==> src/rtl/mem_byte_bridge.sv <==
// Serves a 32-bit word memory port over an 8-bit req/ack byte bus, walking the
// enabled byte lanes in ascending order and returning a single-cycle mem_resp.
module mem_byte_bridge #(
  parameter int MAX_WAIT = 255
) (
  input  logic        clk,
  input  logic        rst,
  input  logic        mem_read,
  input  logic        mem_write,
  input  logic [31:0] mem_address,
  input  logic [3:0]  mem_byte_enable,
  input  logic [31:0] mem_wdata,
  output logic [31:0] mem_rdata,
  output logic        mem_resp,
  output logic        mem_err,
  output logic        bus_req,
  output logic        bus_we,
  output logic [31:0] bus_addr,
  output logic [7:0]  bus_wdata,
  input  logic [7:0]  bus_rdata,
  input  logic        bus_ack
);

  localparam int CW = (MAX_WAIT < 2) ? 1 : $clog2(MAX_WAIT + 1);
  localparam logic [CW-1:0] WAIT_LAST = CW'(MAX_WAIT - 1);

  typedef enum logic [1:0] {IDLE, XFER, RESP} state_t;

  state_t        state;
  logic [3:0]    lanes_left;
  logic [31:0]   wdata_q;
  logic [CW-1:0] wait_cnt;

  logic [3:0]    start_mask;
  logic [3:0]    rest_mask;
  logic [1:0]    first_off;
  logic [1:0]    next_off;
  logic          timeout;

  // The byte offset comes from the lane walk, so the low address bits are dropped.
  logic unused_addr_bits;
  assign unused_addr_bits = ^mem_address[1:0];

  function automatic logic [1:0] lowest(input logic [3:0] m);
    if (m[0])      return 2'd0;
    else if (m[1]) return 2'd1;
    else if (m[2]) return 2'd2;
    else           return 2'd3;
  endfunction

  always_comb begin
    start_mask = mem_write ? mem_byte_enable : 4'b1111;
    first_off  = lowest(start_mask);
    rest_mask  = lanes_left & ~(4'b0001 << bus_addr[1:0]);
    next_off   = lowest(rest_mask);
    timeout    = (MAX_WAIT != 0) && (wait_cnt == WAIT_LAST);
  end

  always_ff @(posedge clk) begin
    if (!rst) begin
      state      <= IDLE;
      lanes_left <= 4'b0000;
      wdata_q    <= 32'd0;
      wait_cnt   <= '0;
      mem_rdata  <= 32'd0;
      mem_resp   <= 1'b0;
      mem_err    <= 1'b0;
      bus_req    <= 1'b0;
      bus_we     <= 1'b0;
      bus_addr   <= 32'd0;
      bus_wdata  <= 8'd0;
    end else begin
      mem_resp <= 1'b0;
      mem_err  <= 1'b0;
      case (state)
        IDLE: begin
          if (mem_write || mem_read) begin
            bus_we     <= mem_write;
            wdata_q    <= mem_wdata;
            wait_cnt   <= '0;
            lanes_left <= start_mask;
            bus_addr   <= {mem_address[31:2], first_off};
            bus_wdata  <= mem_wdata[{first_off, 3'b000} +: 8];
            if (!mem_write) mem_rdata <= 32'd0;
            // An all-disabled write completes without touching the bus.
            if (start_mask == 4'b0000) begin
              state    <= RESP;
              mem_resp <= 1'b1;
            end else begin
              state   <= XFER;
              bus_req <= 1'b1;
            end
          end
        end
        XFER: begin
          if (bus_ack) begin
            if (!bus_we) mem_rdata[{bus_addr[1:0], 3'b000} +: 8] <= bus_rdata;
            wait_cnt   <= '0;
            lanes_left <= rest_mask;
            if (rest_mask != 4'b0000) begin
              bus_addr[1:0] <= next_off;
              bus_wdata     <= wdata_q[{next_off, 3'b000} +: 8];
            end else begin
              bus_req  <= 1'b0;
              state    <= RESP;
              mem_resp <= 1'b1;
            end
          end else if (timeout) begin
            bus_req  <= 1'b0;
            state    <= RESP;
            mem_resp <= 1'b1;
            mem_err  <= 1'b1;
          end else begin
            wait_cnt <= wait_cnt + 1'b1;
          end
        end
        RESP: state <= IDLE;
        default: state <= IDLE;
      endcase
    end
  end

endmodule
==> config.mk <==
export PLATFORM = sky130hd
export DESIGN_NAME = mem_byte_bridge
export DESIGN_NICKNAME = d
export VERILOG_FILES = /design/src/rtl/mem_byte_bridge.sv
export SDC_FILE = /design/constraint.sdc
export NUM_CORES = 1
export LEC_CHECK = 0
export CORE_MARGIN = 8
export CORE_UTILIZATION = 51
export CTS_CLUSTER_DIAMETER = 100
export DETAILED_ROUTE_END_ITERATION = 8
export PLACE_DENSITY_LB_ADDON = 0.08
export SLEW_MARGIN = 10
export SYNTH_ARGS = -nofsm -noshare
export SYNTH_HDL_FRONTEND = slang
export SYNTH_SLANG_ARGS = --single-unit
==> constraint.sdc <==
create_clock -name clk -period 4.8 [get_ports clk]
set_input_delay 1.44 -clock clk [delete_from_list [all_inputs] [get_ports clk]]
set_output_delay 1.44 -clock clk [all_outputs]
set_load 0.005 [all_outputs]
==> flow_metrics.py, run 1 <==
metrics = {
    "status": {
        "status": "finished clean",
    },
    "clock_tree": {
        "htreeDepth": 4,
        "cts_buffer_depth": 2,
        "cts_tree": "yes",
        "cts_setup_buffers": 0,
        "clock-sinks": 122,
        "ctsResizeCount": 0,
        "insertion_delay_ps": 530,
        "clock-root-buffer": "clkbuf_8",
        "ctsHoldBuffers": 0,
        "cts_made_buffers": 17,
        "path_clk_slew_ps": 60,
    },
    "worst_setup_path": {
        "endpoint_kind": "register",
        "crit_type": "input port to register",
        "slowest_stage": "clkdlybuf4s50_1",
        "startpoint": "mem_write",
        "cp_max_fo": 14,
        "cp.buffers_inverters": 1,
        "start_kind": "input port",
        "r2r_start": "bus_addr[0]",
        "crit_arrival_ps": 3800,
        "required_ps": 5250,
        "path_cells": "clkdlybuf4s50_1 -> or3b_1 -> a21o_1 -> nand3b_4 -> nor2_1 -> a22o_1",
        "cpLargestDelayFamily": "simple AND/OR/NAND/NOR gates",
        "slowest_delay_ps": 580,
    },
    "die": {
        "start_util_pct": 51.9,
        "fp.coreArea_mm2": 0.0102,
        "chipHeight_um": 118,
        "ios": 157,
        "row_count": 37,
        "die_w_um": 118,
        "die-area_mm2": 0.0139,
    },
    "synthesis": {
        "yosysWarnings": 0,
        "ys_types": 48,
        "syn_nets": 699,
        "synthesis.area_mm2": 0.00529,
        "syn_inst": 612,
        "yosysSeqAreaShare_pct": 46.2,
        "synth_ff_type": "dfxtp_1",
        "synth_edf_count": 0,
        "synth_top_cells_by_count": "nand2_1 (149), dfxtp_1 (122), a21boi_0 (81)",
        "yosys-top-cells-area": "dfxtp_1 (46%), a21boi_0 (12%), nand2_1 (11%)",
        "synth_top_cell_area_share_pct": 46.2,
        "synth.avg_cell_area_um2": 8.64,
        "ys_async_sr_fraction_pct": 0,
        "yosysMostFrequentCell": "nand2_1",
        "synth-seq-cells": 122,
        "synth_top_cell_by_area": "dfxtp_1",
    },
    "place": {
        "post-dp-hpwl_um": 10800,
        "port_buffers": 154,
        "routabilityCongestion": 0.847,
        "place_area_mm2": 0.00689,
        "dp_cells": 868,
        "dp_slack_ps": 962,
    },
    "timing": {
        "tightest_slew_ps": 804,
        "finalSetupTns_ps": 0,
        "relSlewSlack_pct": 46.3,
        "holdWs_ps": 462,
        "drv_slew": 0,
        "finalHoldViolCount": 0,
        "skew_ps": 7.28,
        "finalCriticalPeriod_ps": 3340,
        "fin_crit_sh_pct": 69.6,
        "max_freq_ghz": 0.299,
        "setup_viol": 0,
        "fin_ws_ps": 1460,
        "rsz0062_at_grt": "no",
    },
    "grt": {
        "grt_max_degree": 64,
        "grt_pass1_wl_um": 25200,
        "grt_pass1_vias": 5053,
        "antenna_found_initial": 0,
        "globalRouteTotalUtil_pct": 22.0,
        "grt-ovfl-total": 0,
    },
    "job": {
        "drv_cap": 0,
    },
    "final_layout": {
        "drive_above_1_share_pct": 6.28,
        "finish.utilization_pct": 73.9,
        "area_growth_pct": 42.4,
        "final_nets": 838,
        "diodes": 0,
        "final_area_mm2": 0.00752,
        "layout.cells.non_filler": 900,
    },
    "detailed_routing": {
        "vias_per_cell": 5.41,
        "drt_wl_total_um": 15100,
        "drtIter0Drc": 402,
        "ant_nets": 0,
        "first_pass_iters": 5,
        "vias": 4870,
        "wl_per_cell_um": 16.8,
        "route.detailed.drc": 0,
    },
    "pwr": {
        "power.total_mw": 3.08,
        "comb_power_share_pct": 18.9,
        "p_int_mw": 2.28,
        "peakVddDrop_mv": 0.300,
        "powerDensity_mw_per_mm2": 410,
        "power.leakage_nw": 2.93,
        "pwr-share-seq_pct": 37.4,
        "switching_share_pct": 26.1,
        "p_switching_uw": 804,
        "pwr-share-clk_pct": 43.7,
    },
    "hold_path": {
        "min_path_type": "register to register",
        "holdCritStartpoint": "mem_rdata[26]",
    },
}
## final cells by class
cell class | instances | area [um2]
clock inverters | 10 | 164
multi-input cells | 439 | 2650
clock buffers | 22 | 473
well taps | 136 | 170
fillers | 790 | 2660
repair buffers | 160 | 1580
flip-flops and latches | 122 | 2440
inverters | 11 | 41.3
## cell usage in the layout, fill, tap and decap left out, types with 3 or more instances in the layout
cell type	instances
clkdlybuf4s50_1	153
nand2_1	149
dfxtp_1	122
a21boi_0	81
nand3_1	27
nor2_1	18
o21ai_0	17
a22o_1	16
clkbuf_16	16
o22ai_1	15
nor2b_1	14
a211o_1	14
a21oi_1	12
inv_1	11
mux2i_1	9
a221oi_1	7
xor2_1	6
nand2b_1	6
ha_1	6
buf_4	6
clkbuf_8	5
and3_1	4
bufinv_16	4
and4_1	3
and3b_1	3
clkinv_4	3
## state kept, by name, indices dropped and copies added (netlist names)
| register | flops |
|---|---|
| wdata_q | 32 |
| mem_rdata | 32 |
| wait_cnt | 8 |
| bus_req | 1 |
| bus_we | 1 |
| bus_wdata | 8 |
| lanes_left | 4 |
| mem_err | 1 |
| bus_addr | 32 |
| state | 2 |
| mem_resp | 1 |
## kinds of logic after synthesis
logic type	count (synthesis)	synth area share [%]
compound gates	176	24.3
xor+xnor	6	0.994
fa+ha+maj	6	1.42
buf+inv	51	3.84
flops	122	46.2
mux	10	1.92
simple gates	241	21.3
## power by group through the flow
stage               Sequential [mW]  Combinational (mW)  Clock [mW]
finish                         1.15               0.582        1.35
global route                   1.16               0.642        1.41
CTS                            1.15               0.587        1.36
detailed placement             1.17               0.582           0
global placement               1.17               0.568           0
floorplan                      1.17               0.320           0
## layer usage
metal  vias up  share of wire, %  GRT usage (%)
met3        24               5.0           6.57
met1      2297                40           23.6
met5         -                 0              0
met4         0               1.9           9.53
li1       2411                 -              -
met2       138                53           39.4
## worst register-to-register path, cell delays in order, from the launching register on
cell,delay (ps)
dfxtp_1,390
inv_1,170
ha_1,200
nand2b_1,580
nor4bb_1,510
a21oi_1,140
buf_4,200
nand2_1,250
o22ai_1,140
## final timing paths
| path | end | slack [ps] | depth (start not counted) |
|---|---|---|---|
| setup / recovery | mem_rdata[21] | 1460 | 6 |
| hold / removal | mem_rdata[26] | 460 | 2 |
| setup reg to reg | bus_wdata[5] | 2100 | 8 |
| hold reg to reg | mem_rdata[26] | 460 | 2 |
Power figures use the tool's default switching activity.
==> run 2: changes to the inputs <==
CORE_UTILIZATION = 47   (was 51)
clock period = 3.3 ns   (was 4.8 ns; I/O delays follow)
==> run 2 against run 1 <==
Compared with the run above: largest cell class unchanged; critical path depth is the same; worst setup slack lost 760 ps; flip-flop and latch count is the same; combinational power grew 50%; sequential power grew 46%; critical path type unchanged; clock skew shrank 2.2 ps; non-clock buffer count grew 9; clock-buffer cell count grew 4; die area grew 7.3%.
==> flow_metrics.py, run 2 (synthesized netlist as in run 1, its figures left out) <==
metrics = {
    "worst_setup_path": {
        "crit_type": "input port to register",
        "rrSetupSlack_ps": 870,
        "start_kind": "input port",
        "slowest_delay_ps": 580,
        "endpoint_kind": "register",
        "crit_arrival_ps": 3050,
        "path_cells": "clkdlybuf4s50_1 -> nor3_1 -> or3_1 -> a21oi_1 -> nand2_1 -> o22ai_1",
        "slowest_stage": "clkdlybuf4s50_1",
        "cp_max_fo": 8,
        "required_ps": 3750,
        "r2r_start": "bus_addr[0]",
        "r2r.worst_path.cells": 8,
        "r2r-end": "bus_wdata[1]",
    },
    "final_layout": {
        "multi_input_area_mm2": 0.00265,
        "final_cell_mix": "clkdlybuf4s50_1 (153), nand2_1 (149), dfxtp_1 (122), a21boi_0 (81), nand3_1 (27)",
        "area_growth_pct": 42.0,
        "final_area_mm2": 0.00750,
        "layout.cells.non_filler": 910,
        "diodes": 0,
        "finish.utilization_pct": 68.9,
        "drive_above_1_share_pct": 6.36,
        "final_nets": 847,
        "final_common_cell": "clkdlybuf4s50_1",
        "fillCellCount": 879,
        "reg_top3": "bus_addr x32, mem_rdata x32, wdata_q x32",
        "register_area_mm2": 0.00244,
    },
    "hold_path": {
        "holdCritStartpoint": "bus_addr[18]",
        "holdPathStages": 2,
        "min_to": "bus_addr[18]",
        "min_path_type": "register to register",
    },
    "timing": {
        "max_freq_ghz": 0.385,
        "rsz0062_at_grt": "no",
        "fin_crit_sh_pct": 78.7,
        "finalSetupTns_ps": 0,
        "skew_ps": 5.07,
        "fin_ws_ps": 704,
        "tightest_slew_ps": 742,
        "setup_viol": 0,
        "relSlewSlack_pct": 50.2,
        "holdWs_ps": 460,
        "finalCriticalPeriod_ps": 2600,
        "finalHoldViolCount": 0,
        "drv_slew": 0,
    },
    "place": {
        "place_area_mm2": 0.00699,
        "dp_slack_ps": 154,
        "post-dp-hpwl_um": 10900,
        "routabilityCongestion": 0.810,
        "port_buffers": 154,
        "dp_cells": 881,
    },
    "detailed_routing": {
        "vias_per_cell": 5.47,
        "route.detailed.drc": 0,
        "drtIter0Drc": 348,
        "drt_wl_total_um": 15200,
        "wl_per_cell_um": 16.7,
        "ant_nets": 0,
        "first_pass_iters": 6,
        "vias": 4975,
    },
    "pwr": {
        "powerDensity_mw_per_mm2": 560,
        "power.leakage_nw": 2.92,
        "power.total_mw": 4.20,
        "peakVddDrop_mv": 0.426,
    },
    "clock_tree": {
        "htreeDepth": 4,
        "cts_setup_buffers": 0,
        "ctsResizeCount": 0,
        "path_clk_slew_ps": 50,
        "ctsHoldBuffers": 0,
        "clock-root-buffer": "clkbuf_8",
        "cts_tree": "yes",
        "insertion_delay_ps": 530,
        "clock-sinks": 122,
        "cts_buffer_depth": 2,
        "cts_made_buffers": 17,
    },
    "job": {
        "drv_cap": 0,
    },
    "die": {
        "die-area_mm2": 0.0149,
        "chipHeight_um": 122,
        "row_count": 38,
        "die_w_um": 122,
        "start_util_pct": 48.5,
        "fp.coreArea_mm2": 0.0109,
        "ios": 157,
    },
    "grt": {
        "grt_max_degree": 67,
        "globalRouteTotalUtil_pct": 20.7,
        "antenna_found_initial": 0,
        "grt_pass1_vias": 4919,
        "grt_pass1_wl_um": 24500,
        "grt-ovfl-total": 0,
    },
    "status": {
        "status": "finished clean",
    },
}
[run 2: cell count changes in the layout (fill, tap and decap cells not counted), sizes merged]
cell | previous run | this run
bufinv | 4 | 1
clkinvlp | 1 | 0
clkbuf | 22 | 26
clkinv | 5 | 2
buf | 7 | 16
[run 2: worst max-delay path: cells and delay by family]
kind	cells	cell delay (ps)
simple gates	3	840
compound gates	2	630
buf+inv	1	580
[run 2: where the power goes]
part / internal [mW] / leakage (nW) / switching [mW]
registers: 1.60 / 0.998 / 0.0748
logic: 0.426 / 1.67 / 0.449
clock network: 1.04 / 0.255 / 0.608
[run 2: routing by layer]
metal  routed length (um)  vias up  global-route usage (%)
li1                     -     2422                       -
met1                 6100     2358                    22.6
met2                 7730      159                    35.6
met3                 1040       36                    5.88
met4                  364        0                    11.1
met5                    0        -                       0
[run 2: how the worst max path moves through the flow]
| stage | endpoint | start | slack (ps) |
|---|---|---|---|
| finish | bus_wdata[1] | mem_read | 700 |
| global route | bus_wdata[1] | mem_read | 530 |
| CTS | bus_addr[0] | bus_addr[0] | 700 |
| detailed placement | mem_rdata[0] | mem_read | 150 |
| global placement | mem_rdata[3] | mem_read | 220 |
| floorplan | mem_rdata[0] | mem_write | 870 |
[run 2: area by class of cell]
cell class | instances | share of cell area (%)
Clock buffer | 26 | 6.37
Clock inverter | 3 | 0.534
Inverter | 11 | 0.550
Multi-Input combinational cell | 439 | 35.4
Sequential cell | 122 | 32.5
Tap cell | 140 | 2.33
Timing Repair Buffer | 169 | 22.3
